--- src/rtl/beeb_1mhz_bus_master_pkg.sv ---
// beeb_1mhz_pkg: shared constants and FSM state type for the 1MHz bus master.
package beeb_1mhz_pkg;
    localparam logic [7:0] FC_PAGE_HI = 8'hFF;
    localparam logic [7:0] FC_PAGE_MID = 8'hFE;
    localparam logic [4:0] JIM_SEL_DEFAULT = 5'b11001;
    typedef enum logic [1:0] {IDLE, PG_HI, PG_MID, ACCESS} bm_state_t;
endpackage

--- src/rtl/beeb_1mhz_bus_master_if.sv ---
// beeb_1mhz_bus_master_if: command/response handshake plus 1MHz bus pins.
interface beeb_1mhz_bus_master_if;
    logic cmd_valid, cmd_ready, cmd_jim, cmd_page, cmd_rnw;
    logic [18:0] cmd_addr;
    logic [7:0] cmd_wdata;
    logic rsp_valid;
    logic [7:0] rsp_rdata;
    logic clke, rnw, pgfc_n, pgfd_n, bus_data_oe;
    logic [7:0] bus_addr, bus_data_o, bus_data_i;
    modport master (
        input cmd_valid, cmd_jim, cmd_page, cmd_rnw, cmd_addr, cmd_wdata, bus_data_i,
        output cmd_ready, rsp_valid, rsp_rdata, clke, rnw, pgfc_n, pgfd_n, bus_addr,
        output bus_data_o, bus_data_oe
    );
    modport slave (
        output cmd_valid, cmd_jim, cmd_page, cmd_rnw, cmd_addr, cmd_wdata, bus_data_i,
        input cmd_ready, rsp_valid, rsp_rdata, clke, rnw, pgfc_n, pgfd_n, bus_addr,
        input bus_data_o, bus_data_oe
    );
endinterface

--- src/rtl/beeb_1mhz_bus_master_phase_gen.sv ---
// beeb_1mhz_phase_gen: free-running bus-cycle phase counter, clke and phase strobes.
module beeb_1mhz_phase_gen #(
    parameter int CLK_DIV = 50
) (
    input  logic clk50,
    input  logic rst,
    output logic clke,
    output logic cyc_start,
    output logic data_phase,
    output logic sample,
    output logic cyc_end
);
    localparam int PW = $clog2(CLK_DIV);
    logic [PW-1:0] ph_q, ph_d;
    always_comb ph_d = cyc_end ? '0 : ph_q + PW'(1);
    always_ff @(posedge clk50) ph_q <= rst ? '0 : ph_d;
    assign cyc_start = ph_q == '0;
    assign data_phase = ph_q >= PW'(CLK_DIV / 2);
    assign sample = ph_q == PW'(CLK_DIV - 2);
    assign cyc_end = ph_q == PW'(CLK_DIV - 1);
    assign clke = data_phase;
endmodule

--- src/rtl/beeb_1mhz_bus_master.sv ---
// beeb_1mhz_bus_master: drives FRED/JIM accesses on the BBC Micro 1MHz bus,
// caching the JIM paging registers so only changed ones are rewritten.
module beeb_1mhz_bus_master
    import beeb_1mhz_pkg::*;
#(
    parameter int CLK_DIV = 50,
    parameter logic [4:0] JIM_SEL = JIM_SEL_DEFAULT
) (
    input logic clk50,
    input logic rst,
    beeb_1mhz_bus_master_if.master bus
);
    logic cyc_start, data_phase, sample, cyc_end;
    bm_state_t state_q, state_d;
    logic pend_q, pend_d, jim_q, jim_d, page_q, page_d, crnw_q, crnw_d;
    logic [18:0] addr_q, addr_d;
    logic [7:0] wdata_q, wdata_d;
    logic hi_valid_q, hi_valid_d, mid_valid_q, mid_valid_d;
    logic [2:0] hi_cache_q, hi_cache_d;
    logic [7:0] mid_cache_q, mid_cache_d;
    logic rnw_q, rnw_d, pgfc_n_q, pgfc_n_d, pgfd_n_q, pgfd_n_d, rsp_valid_q, rsp_valid_d;
    logic [7:0] bus_addr_q, bus_addr_d, bus_data_o_q, bus_data_o_d, rsp_rdata_q, rsp_rdata_d;
    logic ready, accept, hi_miss, mid_miss;

    beeb_1mhz_phase_gen #(.CLK_DIV(CLK_DIV)) u_phase (
        .clk50(clk50), .rst(rst), .clke(bus.clke), .cyc_start(cyc_start),
        .data_phase(data_phase), .sample(sample), .cyc_end(cyc_end)
    );

    // pend_q holds an accepted command until the next bus-cycle boundary
    assign ready = state_q == IDLE && !pend_q && !rst;
    assign accept = bus.cmd_valid && ready;
    assign hi_miss = !hi_valid_q || addr_q[18:16] != hi_cache_q;
    assign mid_miss = !mid_valid_q || addr_q[15:8] != mid_cache_q;

    always_comb begin
        state_d = state_q;
        pend_d = pend_q;
        jim_d = jim_q;
        page_d = page_q;
        crnw_d = crnw_q;
        addr_d = addr_q;
        wdata_d = wdata_q;
        hi_valid_d = hi_valid_q;
        mid_valid_d = mid_valid_q;
        hi_cache_d = hi_cache_q;
        mid_cache_d = mid_cache_q;
        rnw_d = rnw_q;
        pgfc_n_d = pgfc_n_q;
        pgfd_n_d = pgfd_n_q;
        bus_addr_d = bus_addr_q;
        bus_data_o_d = bus_data_o_q;
        if (accept) begin
            pend_d = 1'b1;
            jim_d = bus.cmd_jim;
            page_d = bus.cmd_page;
            crnw_d = bus.cmd_rnw;
            addr_d = bus.cmd_addr;
            wdata_d = bus.cmd_wdata;
            // a raw write to either paging register makes the cache untrustworthy
            if (!bus.cmd_jim && !bus.cmd_page && !bus.cmd_rnw && bus.cmd_addr[7:1] == 7'h7F) begin
                hi_valid_d = 1'b0;
                mid_valid_d = 1'b0;
            end
        end
        if (cyc_end) begin
            case (state_q)
                IDLE: if (pend_q) begin
                    pend_d = 1'b0;
                    state_d = !jim_q ? ACCESS : hi_miss ? PG_HI : mid_miss ? PG_MID : ACCESS;
                end
                PG_HI: begin
                    hi_valid_d = 1'b1;
                    hi_cache_d = addr_q[18:16];
                    state_d = mid_miss ? PG_MID : ACCESS;
                end
                PG_MID: begin
                    mid_valid_d = 1'b1;
                    mid_cache_d = addr_q[15:8];
                    state_d = ACCESS;
                end
                default: state_d = IDLE;
            endcase
            pgfc_n_d = !(state_d == PG_HI || state_d == PG_MID || (state_d == ACCESS && !jim_q && !page_q));
            pgfd_n_d = !(state_d == ACCESS && (jim_q || page_q));
            rnw_d = state_d == ACCESS ? crnw_q : state_d == IDLE;
            bus_addr_d = state_d == PG_HI ? FC_PAGE_HI : state_d == PG_MID ? FC_PAGE_MID :
                         state_d == ACCESS ? addr_q[7:0] : bus_addr_q;
            bus_data_o_d = state_d == PG_HI ? {JIM_SEL, addr_q[18:16]} : state_d == PG_MID ? addr_q[15:8] :
                           state_d == ACCESS && !crnw_q ? wdata_q : bus_data_o_q;
        end
        rsp_valid_d = state_q == ACCESS && sample;
        rsp_rdata_d = state_q == ACCESS && cyc_start && !crnw_q ? 8'h00 :
                      state_q == ACCESS && sample && crnw_q ? bus.bus_data_i : rsp_rdata_q;
    end

    always_ff @(posedge clk50) begin
        if (rst) begin
            state_q <= IDLE;
            pend_q <= 1'b0;
            jim_q <= 1'b0;
            page_q <= 1'b0;
            crnw_q <= 1'b1;
            addr_q <= '0;
            wdata_q <= '0;
            hi_valid_q <= 1'b0;
            mid_valid_q <= 1'b0;
            hi_cache_q <= '0;
            mid_cache_q <= '0;
            rnw_q <= 1'b1;
            pgfc_n_q <= 1'b1;
            pgfd_n_q <= 1'b1;
            bus_addr_q <= '0;
            bus_data_o_q <= '0;
            rsp_valid_q <= 1'b0;
            rsp_rdata_q <= '0;
        end else begin
            state_q <= state_d;
            pend_q <= pend_d;
            jim_q <= jim_d;
            page_q <= page_d;
            crnw_q <= crnw_d;
            addr_q <= addr_d;
            wdata_q <= wdata_d;
            hi_valid_q <= hi_valid_d;
            mid_valid_q <= mid_valid_d;
            hi_cache_q <= hi_cache_d;
            mid_cache_q <= mid_cache_d;
            rnw_q <= rnw_d;
            pgfc_n_q <= pgfc_n_d;
            pgfd_n_q <= pgfd_n_d;
            bus_addr_q <= bus_addr_d;
            bus_data_o_q <= bus_data_o_d;
            rsp_valid_q <= rsp_valid_d;
            rsp_rdata_q <= rsp_rdata_d;
        end
    end

    assign bus.cmd_ready = ready;
    assign bus.rsp_valid = rsp_valid_q;
    assign bus.rsp_rdata = rsp_rdata_q;
    assign bus.rnw = rnw_q;
    assign bus.pgfc_n = pgfc_n_q;
    assign bus.pgfd_n = pgfd_n_q;
    assign bus.bus_addr = bus_addr_q;
    assign bus.bus_data_o = bus_data_o_q;
    // write data is only driven while clke is high
    assign bus.bus_data_oe = data_phase && !rnw_q;
endmodule

--- src/flat_wrapper.sv ---
// flat-port wrapper written by rule: the top's interface ports become plain ports
module beeb_1mhz_bus_master_flat import beeb_1mhz_pkg::*;
#(
    parameter int CLK_DIV = 50,
    parameter logic [4:0] JIM_SEL = JIM_SEL_DEFAULT
)
  (clk50, rst, bus_cmd_valid, bus_cmd_jim, bus_cmd_page, bus_cmd_rnw, bus_cmd_addr, bus_cmd_wdata, bus_bus_data_i, bus_cmd_ready, bus_rsp_valid, bus_rsp_rdata, bus_clke, bus_rnw, bus_pgfc_n, bus_pgfd_n, bus_bus_addr, bus_bus_data_o, bus_bus_data_oe);
  beeb_1mhz_bus_master_if bus_i ();
  input logic clk50;
  input logic rst;
  input wire logic [$bits(bus_i.cmd_valid)-1:0] bus_cmd_valid;
  input wire logic [$bits(bus_i.cmd_jim)-1:0] bus_cmd_jim;
  input wire logic [$bits(bus_i.cmd_page)-1:0] bus_cmd_page;
  input wire logic [$bits(bus_i.cmd_rnw)-1:0] bus_cmd_rnw;
  input wire logic [$bits(bus_i.cmd_addr)-1:0] bus_cmd_addr;
  input wire logic [$bits(bus_i.cmd_wdata)-1:0] bus_cmd_wdata;
  input wire logic [$bits(bus_i.bus_data_i)-1:0] bus_bus_data_i;
  output wire logic [$bits(bus_i.cmd_ready)-1:0] bus_cmd_ready;
  output wire logic [$bits(bus_i.rsp_valid)-1:0] bus_rsp_valid;
  output wire logic [$bits(bus_i.rsp_rdata)-1:0] bus_rsp_rdata;
  output wire logic [$bits(bus_i.clke)-1:0] bus_clke;
  output wire logic [$bits(bus_i.rnw)-1:0] bus_rnw;
  output wire logic [$bits(bus_i.pgfc_n)-1:0] bus_pgfc_n;
  output wire logic [$bits(bus_i.pgfd_n)-1:0] bus_pgfd_n;
  output wire logic [$bits(bus_i.bus_addr)-1:0] bus_bus_addr;
  output wire logic [$bits(bus_i.bus_data_o)-1:0] bus_bus_data_o;
  output wire logic [$bits(bus_i.bus_data_oe)-1:0] bus_bus_data_oe;
  assign bus_i.cmd_valid = bus_cmd_valid;
  assign bus_i.cmd_jim = bus_cmd_jim;
  assign bus_i.cmd_page = bus_cmd_page;
  assign bus_i.cmd_rnw = bus_cmd_rnw;
  assign bus_i.cmd_addr = bus_cmd_addr;
  assign bus_i.cmd_wdata = bus_cmd_wdata;
  assign bus_i.bus_data_i = bus_bus_data_i;
  assign bus_cmd_ready = bus_i.cmd_ready;
  assign bus_rsp_valid = bus_i.rsp_valid;
  assign bus_rsp_rdata = bus_i.rsp_rdata;
  assign bus_clke = bus_i.clke;
  assign bus_rnw = bus_i.rnw;
  assign bus_pgfc_n = bus_i.pgfc_n;
  assign bus_pgfd_n = bus_i.pgfd_n;
  assign bus_bus_addr = bus_i.bus_addr;
  assign bus_bus_data_o = bus_i.bus_data_o;
  assign bus_bus_data_oe = bus_i.bus_data_oe;
  beeb_1mhz_bus_master #(.CLK_DIV(CLK_DIV), .JIM_SEL(JIM_SEL)) u_core (.clk50(clk50), .rst(rst), .bus(bus_i));
endmodule
--- config.mk ---
export PLATFORM = sky130hd
export DESIGN_NAME = beeb_1mhz_bus_master_flat
export DESIGN_NICKNAME = d
export VERILOG_FILES = /design/src/rtl/beeb_1mhz_bus_master_pkg.sv /design/src/rtl/beeb_1mhz_bus_master_if.sv /design/src/rtl/beeb_1mhz_bus_master_phase_gen.sv /design/src/rtl/beeb_1mhz_bus_master.sv /design/src/flat_wrapper.sv
export SDC_FILE = /design/constraint.sdc
export NUM_CORES = 1
export LEC_CHECK = 0
export CAP_MARGIN = 20
export CORE_MARGIN = 4
export CORE_UTILIZATION = 51
export CTS_CLUSTER_DIAMETER = 40
export DETAILED_ROUTE_END_ITERATION = 10
export PLACE_DENSITY = 0.84
export SYNTH_ARGS = -nofsm -noshare
export SYNTH_HDL_FRONTEND = slang
export SYNTH_SLANG_ARGS = --single-unit
--- constraint.sdc ---
create_clock -name clk50 -period 3.8 [get_ports clk50]
set_clock_uncertainty 0.15 [all_clocks]
set_input_delay 0.57 -clock clk50 [delete_from_list [all_inputs] [get_ports clk50]]
set_output_delay 0.57 -clock clk50 [all_outputs]
set_load 0.1 [all_outputs]
* After elaboration in Yosys (flattened, before gate mapping)
Index checks and enable logic that the tools add are counted.
Storage, ports and cells: flip-flop bits (word level) 80
Cells by class: $add $sub $neg 1, order comparisons 1, eq/ne operators 11, muxes and demuxes 25, reductions and logical operators 44
Operator list (count):
- 2-to-1 mux 8 bit | 6
- logical AND 1 bit | 15
- 2-to-1 mux 1 bit | 14
- logical NOT 1 bit | 13
- equality test 6 bit (second input constant) | 2
- equality test 2 bit (second input constant) | 4
- 2-to-1 mux 2 bit | 4
- inequality test 8 bit | 1
- AND reduction 2 bit | 4
- equality test 7 bit (second input constant) | 1
- adder 6 x 1 -> 6 bit (second input constant) | 1
- greater-or-equal comparator 6 x 5 -> 1 bit (second input constant) | 1
- logical NOT 6 bit | 1
- case mux 2 bit (3 select lines) | 1
- nonzero test 3 bit | 2
- logical OR 1 bit | 5
- equality test 2 x 1 -> 1 bit (second input constant) | 2
- logical NOT 2 bit | 2
- OR reduction 2 bit | 2
- inequality test 3 bit | 1

* Logic depth before layout (Yosys ltp)
Gate-level depths: netlist (run 1).
word-level depth 13, depth in mapped cells 13

* Modules after synthesis
Synthesis (run 1) repeated with hierarchy kept, for this count alone.
Unflattened totals: cells, all modules 413, area, all modules 3432.0 µm²
By module, submodules not included:
- beeb_1mhz_bus_master | instances 1, cells an instance 376, area an instance 3121.7 µm², seq. area each 1481.4 µm²
- beeb_1mhz_phase_gen | instances 1, cells an instance 37, area an instance 310.3 µm², seq. area each 120.1 µm²

* Worst setup path after synthesis (run 1)
OpenSTA, ideal clock, no wires.
kind reg2out, start point reg u_core.u_phase.ph_q[0], end point out bus_bus_data_oe, arrival 3.655 ns, data required time 3.080 ns, setup slack -0.575 ns, stages on the path, launching flop included 6, path through dfxtp_1 > inv_1 > ha_1 > nor3b_1 > o21bai_1 > nor2b_1
On the way: word-level cells in the longest chain between the ends 2
Ends and longest elaborated chain:
- start: declaration | RTL line beeb_1mhz_bus_master_phase_gen.sv:14 | logic [PW-1:0] ph_q, ph_d;
- start signal: assignment | RTL line beeb_1mhz_bus_master_phase_gen.sv:16 | always_ff @(posedge clk50) ph_q <= rst ? '0 : ph_d;
- greater-or-equal comparator 6 x 5 -> 1 bit | RTL line beeb_1mhz_bus_master_phase_gen.sv:18 | assign data_phase = ph_q >= PW'(CLK_DIV / 2);
- via bus_clke | RTL line flat_wrapper.sv:21 | output wire logic [$bits(bus_i.clke)-1:0] bus_clke;
- logical AND 1 bit | RTL line beeb_1mhz_bus_master.sv:148 | assign bus.bus_data_oe = data_phase && !rnw_q;
- end: declaration | RTL line flat_wrapper.sv:27 | output wire logic [$bits(bus_i.bus_data_oe)-1:0] bus_bus_data_oe;
The timed path passes the listed nets, and every way through them passes these cells.

* Final worst setup path (run 1)
start point reg u_core.state_q[1], end point reg u_core.bus_data_o_q[4] (netlist: u_core.bus.bus_data_o[4])
On the way: word-level cells in the longest chain between the ends 7, elaborated cells on any way between the ends 14, classes of those cells 5 x eq/ne; 5 x mux; 4 x reduce/logical
Ends and longest elaborated chain:
- start: declaration | RTL line beeb_1mhz_bus_master.sv:14 | bm_state_t state_q, state_d;
- start signal: assignment | RTL line beeb_1mhz_bus_master.sv:118 | state_q <= state_d;
- equality test 2 bit (tied with other cells) | RTL line beeb_1mhz_bus_master.sv:67 | case (state_q)
- case mux 2 bit (3 select lines) (*) | RTL line beeb_1mhz_bus_master.sv:67
- 2-to-1 mux 2 bit (*) | RTL line beeb_1mhz_bus_master.sv:66 | if (cyc_end) begin
- equality test 2 bit | RTL line beeb_1mhz_bus_master.sv:90 | state_d == ACCESS && !crnw_q ? wdata_q : bus_data_o_q;
- logical AND 1 bit | RTL line beeb_1mhz_bus_master.sv:90
- nonzero test 3 bit (no source line)
- AND reduction 2 bit (no source line)
- end signal: assignment | RTL line beeb_1mhz_bus_master.sv:133 | bus_data_o_q <= bus_data_o_d;
- end: declaration | RTL line beeb_1mhz_bus_master.sv:22 | logic [7:0] bus_addr_q, bus_addr_d, bus_data_o_q, bus_data_o_d, rsp_rdata_q, rsp_rdata_d;
Mark *: on every way between the ends. The rest lies on a longest branch, timed or not. The select of a mux whose other input is x is not followed. A chain may end at the register's enable or synchronous reset.

==> results of run 1 <==
## metrics by stage
| step | setup slack, ns | hold WS [ns] | instances | area (um2) | util [%] |
|---|---|---|---|---|---|
| floorplan | 0.501 | 0.282 | 403 | 3540 | - |
| global placement | 0.805 | 0.290 | 538 | 4270 | 63.2 |
| detailed placement | 0.629 | 0.297 | 538 | 4270 | 63.2 |
| CTS | 0.616 | 0.308 | 553 | 4480 | 66.3 |
| global route | 0.341 | 0.327 | 553 | 4480 | 66.3 |
| finish | 0.614 | 0.306 | 553 | 4480 | 66.3 |
## synth_stat cells (4+ instances only)
master    number  area [um2]
a211oi_1       9        67.6
a211oi_2       5        62.6
a21oi_1       35         175
and2_1         4        25.0
clkbuf_1      14        52.6
dfxtp_1       80        1600
ha_1          13         163
inv_1          9        33.8
mux2i_1       29         290
nand2_1       75         282
nand3_1       10        50.1
nor2_1        45         169
nor2b_1        5        31.3
nor3_1        12        60.1
o21ai_0        5        25.0
xnor2_1        6        52.6
xor2_1         9        78.8
## area by class of cell
class,instances,share of cell area (%)
Clock buffer,10,2.85
Clock inverter,5,1.84
Inverter,9,0.754
Multi-Input combinational cell,293,40.1
Sequential cell,80,35.8
Tap cell,80,2.24
Timing Repair Buffer,76,16.4
## critical path, stage by stage, from the launching register on
cell       delay [ns]
dfxtp_1          0.37
inv_1            0.10
ha_1             0.26
o21ai_1          0.13
a2111oi_1        0.44
nand3_1          0.17
a21o_1           0.21
ha_1             0.19
buf_4            0.20
o311a_2          0.55
mux2i_1          0.23
nor2_1           0.05
## state kept, by name, indices dropped and copies added (netlist names), 2 cells and up
signal                 flops
u_core.addr_q             19
u_core.bus.bus_addr        8
u_core.bus.bus_data_o      8
u_core.bus.rsp_rdata       8
u_core.mid_cache_q         8
u_core.wdata_q             8
u_core.u_phase.ph_q        6
u_core.hi_cache_q          3
u_core.state_q             2
## cells by family after synthesis
group,after synthesis
mux,29
buf+inv,30
compound gates,65
simple gates,171
flops,80
xor+xnor,15
fa+ha+maj,13
## routing by layer
metal  global-route usage [%]  vias up  share of wire, %
met5                        0        -                 0
met2                     35.3       93                51
met1                     23.6     1405                42
met3                     5.39       12               5.5
met4                     6.78        0               1.1
li1                         -     1499                 -
## worst max-delay path by stage
stage,from,end,cells after the start
final,u_core.state_q[1]$_SDFFE_PP0P_,u_core.bus.bus_data_o[4]$_SDFFE_PP0P_,11
after detailed placement,u_core.state_q[1]$_SDFFE_PP0P_,u_core.bus.bus_data_o[4]$_SDFFE_PP0P_,11
after floorplan,u_core.u_phase.ph_q[0]$_SDFF_PP0_,bus_bus_data_oe,5
after CTS,u_core.state_q[1]$_SDFFE_PP0P_,u_core.bus.bus_data_o[4]$_SDFFE_PP0P_,11
after global routing,u_core.state_q[1]$_SDFFE_PP0P_,u_core.bus.bus_data_o[4]$_SDFFE_PP0P_,11
after global placement,u_core.state_q[0]$_SDFFE_PP0P_,u_core.bus.bus_data_o[5]$_SDFFE_PP0P_,11
## power by group
| part | switching, mW | internal (mW) | leakage, nW | total [mW] |
|---|---|---|---|---|
| clock | 0.307 | 0.368 | 0.106 | 0.675 |
| sequential | 0.0174 | 0.855 | 0.648 | 0.872 |
| combinational | 0.0849 | 0.0760 | 1.06 | 0.161 |
==> out/metrics.yaml, run 1 <==
routing:
  vias_per_cell: 5.44
  totalWireLength_um: 8230
  firstDrtPassIters: 4
  drc: 0
  vias: 3009
  final_antenna_net_count: 0
  wl_per_cell_um: 14.9
  drtIter0Drc: 176
clocking:
  h-tree-depth: 3
  cts_root_buf: "clkbuf_8"
  postCtsHoldBufs: 0
  clock_latency_ns: 0.35
  path_clk_slew_ns: 0.08
  cts.sinks: 80
  postCtsSetupBuffers: 0
  cts_resized: 0
  cts_tree: "built"
  cts_buffers: 9
  clockBufferDepth: 2
hold_path:
  hold_depth: 2
  hold_end: "u_core.wdata_q[7]$_SDFFE_PP0P_"
  hold_class: "flip-flop to flip-flop"
  min_from: "u_core.wdata_q[7]$_SDFFE_PP0P_"
global_routing:
  grt_pass1_wl_um: 13500
  track_usage_pct: 20.1
  grt_max_degree: 44
  grt_pass1_vias: 2834
  antenna_found_initial: 0
  gr-total-overflow: 0
layout:
  nets: 523
  seq_area_um2: 1600
  final_common_cell: "dfxtp_1"
  area_growth_pct: 26.8
  layout_common_cells: "dfxtp_1 (80), nand2_1 (75), clkdlybuf4s50_1 (67)"
  diodes: 0
  drive_gt1_share_pct: 7.61
  multiInputGateArea_um2: 1800
  fill_cells: 555
critical_path:
  crit_arrival_ns: 3.26
  r2r_slack_ns: 0.61
  crit_type: "flip-flop to flip-flop"
  crit_path_end_kind: "flip-flop"
  r2r_cells: 11
  critPathMaxFanout: 18
  r2r-end: "u_core.bus.bus_data_o[4]$_SDFFE_PP0P_"
  cp-start-kind: "flip-flop"
  cp.required_ns: 3.88
  timing.rr.start: "u_core.state_q[1]$_SDFFE_PP0P_"
run:
  cap_violations: 0
die:
  die_area_um2: 8320
  core_um2: 6760
  die_w_um: 91.2
  rows: 30
  start_util_pct: 52.3
  dieHeight_um: 91.2
  ios: 72
power_and_ir_drop:
  power_mw: 1.71
  leakagePower_nw: 1.81
  ir_drop_uv: 213
  p_per_area_nw_per_um2: 381
yosys:
  yosys_warnings: 0
  synth_simple_gate_area_share_pct: 22.1
  syn_area_um2: 3530
  synth_top_family_by_area: "simple AND/OR/NAND/NOR gates"
  async_reset_ff_share_pct: 0
  synth_edf_count: 0
  ys_seq_elements: 80
  synthAdderAreaFrac_pct: 4.61
  netlist_instances: 403
  synth_fp_nets: 457
  synth.avg_cell_area_um2: 8.76
  synthFlopType: "dfxtp_1"
  synth-xor-area-share_pct: 3.72
  muxShareOfSynthArea_pct: 8.22
  synth_compound_area_share_pct: 12.1
  synth.distinct_cells: 44
  ys_seq_area_share_pct: 45.4
timing:
  fin_crit_sh_pct: 83.8
  setup_viol: 0
  hold_viol_final: 0
  rsz0062_at_grt: "false"
  drv_slew: 0
  fmax_mhz: 314
  tightest_slew_ns: 0.983
  min_period_ns: 3.19
  timing.setup.tns_ns: 0
  slew_headroom_pct: 34.3
run_status:
  outcome: "finished, final reports clean"
placed_design:
  gp_congestion: 0.861
  port_buffers: 71
  dp_hpwl_um: 5940
(Power assumes the default switching activity.)
==> run 2: changes to the inputs <==
Settings changed: CORE_UTILIZATION 51 to 46, PLACE_DENSITY 0.84 to 0.81.
Clock period 3.8 ns to 2.7 ns, I/O delays scaled along.
==> run 2 against run 1 <==
Largest power group unchanged; wire length increased by 4.0%; first-iteration DRC count decreased by 32%; flip-flop and latch count stayed put; sequential power up 40%; via count is 1.0% higher; register-to-register slack worse by 0.57 ns; non-clock buffer count up 15; clock-buffer cell count rose by 1.
==> out/metrics.yaml, run 2 (synthesis results as in run 1) <==
layout:
  seq_area_um2: 1610
  diodes: 0
  area_growth_pct: 34.6
  layout_common_cells: "dfxtp_1 (78), nand2_1 (75), nor2_1 (45), buf_4 (45), clkdlybuf4s50_1 (39)"
  largest_register_ffs: 19
  fill_cells: 617
  fin_cells: 588
  top_register: "u_core.addr_q"
  drive_gt1_share_pct: 19.6
  nets: 538
  multiInputGateArea_um2: 1900
  final_common_cell: "dfxtp_1"
global_routing:
  antenna_found_initial: 0
  grt_pass1_vias: 3011
  gr-total-overflow: 0
  grt_pass1_wl_um: 13600
  grt_max_degree: 44
  track_usage_pct: 19.1
hold_path:
  hold_class: "flip-flop to flip-flop"
clocking:
  path_clk_slew_ns: 0.08
  postCtsHoldBufs: 0
  h-tree-depth: 3
  cts_root_buf: "clkbuf_8"
  cts_buffers: 9
  cts.sinks: 80
  clockBufferDepth: 2
  clock_latency_ns: 0.34
  cts_tree: "built"
power_and_ir_drop:
  p_per_area_nw_per_um2: 526
  pwr-share-clk_pct: 40.9
  power_mw: 2.50
  ir_drop_uv: 314
  power.switching_mw: 0.596
  swShare_pct: 23.9
  leakagePower_nw: 1.97
  intPower_mw: 1.90
  power_frac_seq_pct: 49.0
  comb_power_share_pct: 10.0
routing:
  firstDrtPassIters: 5
  wl_per_cell_um: 14.6
  totalWireLength_um: 8560
  drc: 0
  vias: 3039
  vias_per_cell: 5.17
  drtIter0Drc: 119
  final_antenna_net_count: 0
critical_path:
  crit_path_end_kind: "flip-flop"
  crit_arrival_ns: 2.72
  cp.required_ns: 2.76
  cp-start-kind: "flip-flop"
  critPathMaxFanout: 6
  crit_type: "flip-flop to flip-flop"
timing:
  min_period_ns: 2.65
  drv_slew: 0
  slew_headroom_pct: 64.0
  worst_slack_ns: 0.0458
  setup_viol: 0
  fin_crit_sh_pct: 98.3
  tightest_slew_ns: 0.538
  fmax_mhz: 377
  hold_viol_final: 0
  rsz0062_at_grt: "true"
die:
  start_util_pct: 47.9
  die_w_um: 95.6
  core_um2: 7370
  die_area_um2: 9140
  rows: 31
  dieHeight_um: 95.6
  ios: 72
run:
  cap_violations: 0
run_status:
  outcome: "finished, final reports clean"
placed_design:
  pre_cts_ws_ns: -0.00702
  gp_congestion: 0.882
  place_inst: 565
  port_buffers: 71
  dp_hpwl_um: 6030
## run 2: area by class of cell
class	instances	area share, %
tap	99	2.61
sequential	80	33.9
clock buffer	11	3.19
inverter	9	0.816
clock inverter	5	1.84
timing repair buffer	91	17.6
multi-input combinational	293	40.1
## run 2: repair_timing
item / in CTS / in global routing
setup buffers: 4 / 3
endpoints found under the setup margin: 5 / 16
gates resized for setup: 15 / 8
pin swaps: 6 / 7
cloned: 0 / 0
## run 2: path summary, 6_finish.rpt
| kind | start | to | slack (ns) | depth (start not counted) |
|---|---|---|---|---|
| worst max-delay path | u_core.state_q[1]$_SDFFE_PP0P_ | u_core.bus.bus_data_o[5]$_SDFFE_PP0P_ | 0.05 | 12 |
| worst min register to register | u_core.mid_valid_q$_SDFF_PP0_ | u_core.mid_valid_q$_SDFF_PP0_ | 0.31 | 2 |
| worst max register to register | u_core.state_q[1]$_SDFFE_PP0P_ | u_core.bus.bus_data_o[5]$_SDFFE_PP0P_ | 0.05 | 12 |
| worst min-delay path | u_core.mid_valid_q$_SDFF_PP0_ | u_core.mid_valid_q$_SDFF_PP0_ | 0.31 | 2 |
## run 2: power groups by stage
stage	clock (mW)	sequential, mW	combinational (mW)
2_1_floorplan	0	1.25	0.135
3_3_place_gp	0	1.25	0.234
3_5_place_dp	0	1.25	0.239
4_1_cts	1.04	1.22	0.243
5_1_grt	1.10	1.23	0.274
6_report	1.02	1.22	0.251
## run 2: layer usage
| metal | vias to the layer above | wire (um) | global-route usage, % |
|---|---|---|---|
| met1 | 1396 | 3630 | 22.5 |
| met3 | 19 | 517 | 4.66 |
| li1 | 1529 | - | - |
| met2 | 95 | 4230 | 33.2 |
| met5 | - | 0 | 0 |
| met4 | 0 | 193 | 7.11 |
## run 2: critical path, stage by stage, from the launching register on
cell,delay [ns]
dfxtp_4,0.38
inv_4,0.07
ha_4,0.13
o21ai_2,0.07
a2111oi_4,0.39
nand3_2,0.17
a21oi_2,0.21
ha_2,0.21
nor2b_4,0.15
o311a_4,0.22
buf_12,0.12
mux2i_1,0.19
nor2_1,0.06
## run 2: per-stage QoR
stage	hold WS [ns]	TNS, ns	utilization [%]	instance area [um2]
6_report	0.308	0	64.5	4750
5_1_grt	0.331	-0.259	64.5	4750
4_1_cts	0.307	0	63.6	4690
3_5_place_dp	0.295	-0.00702	59.2	4360
3_3_place_gp	0.291	0	59.2	4360
2_1_floorplan	0.282	0	-	3580
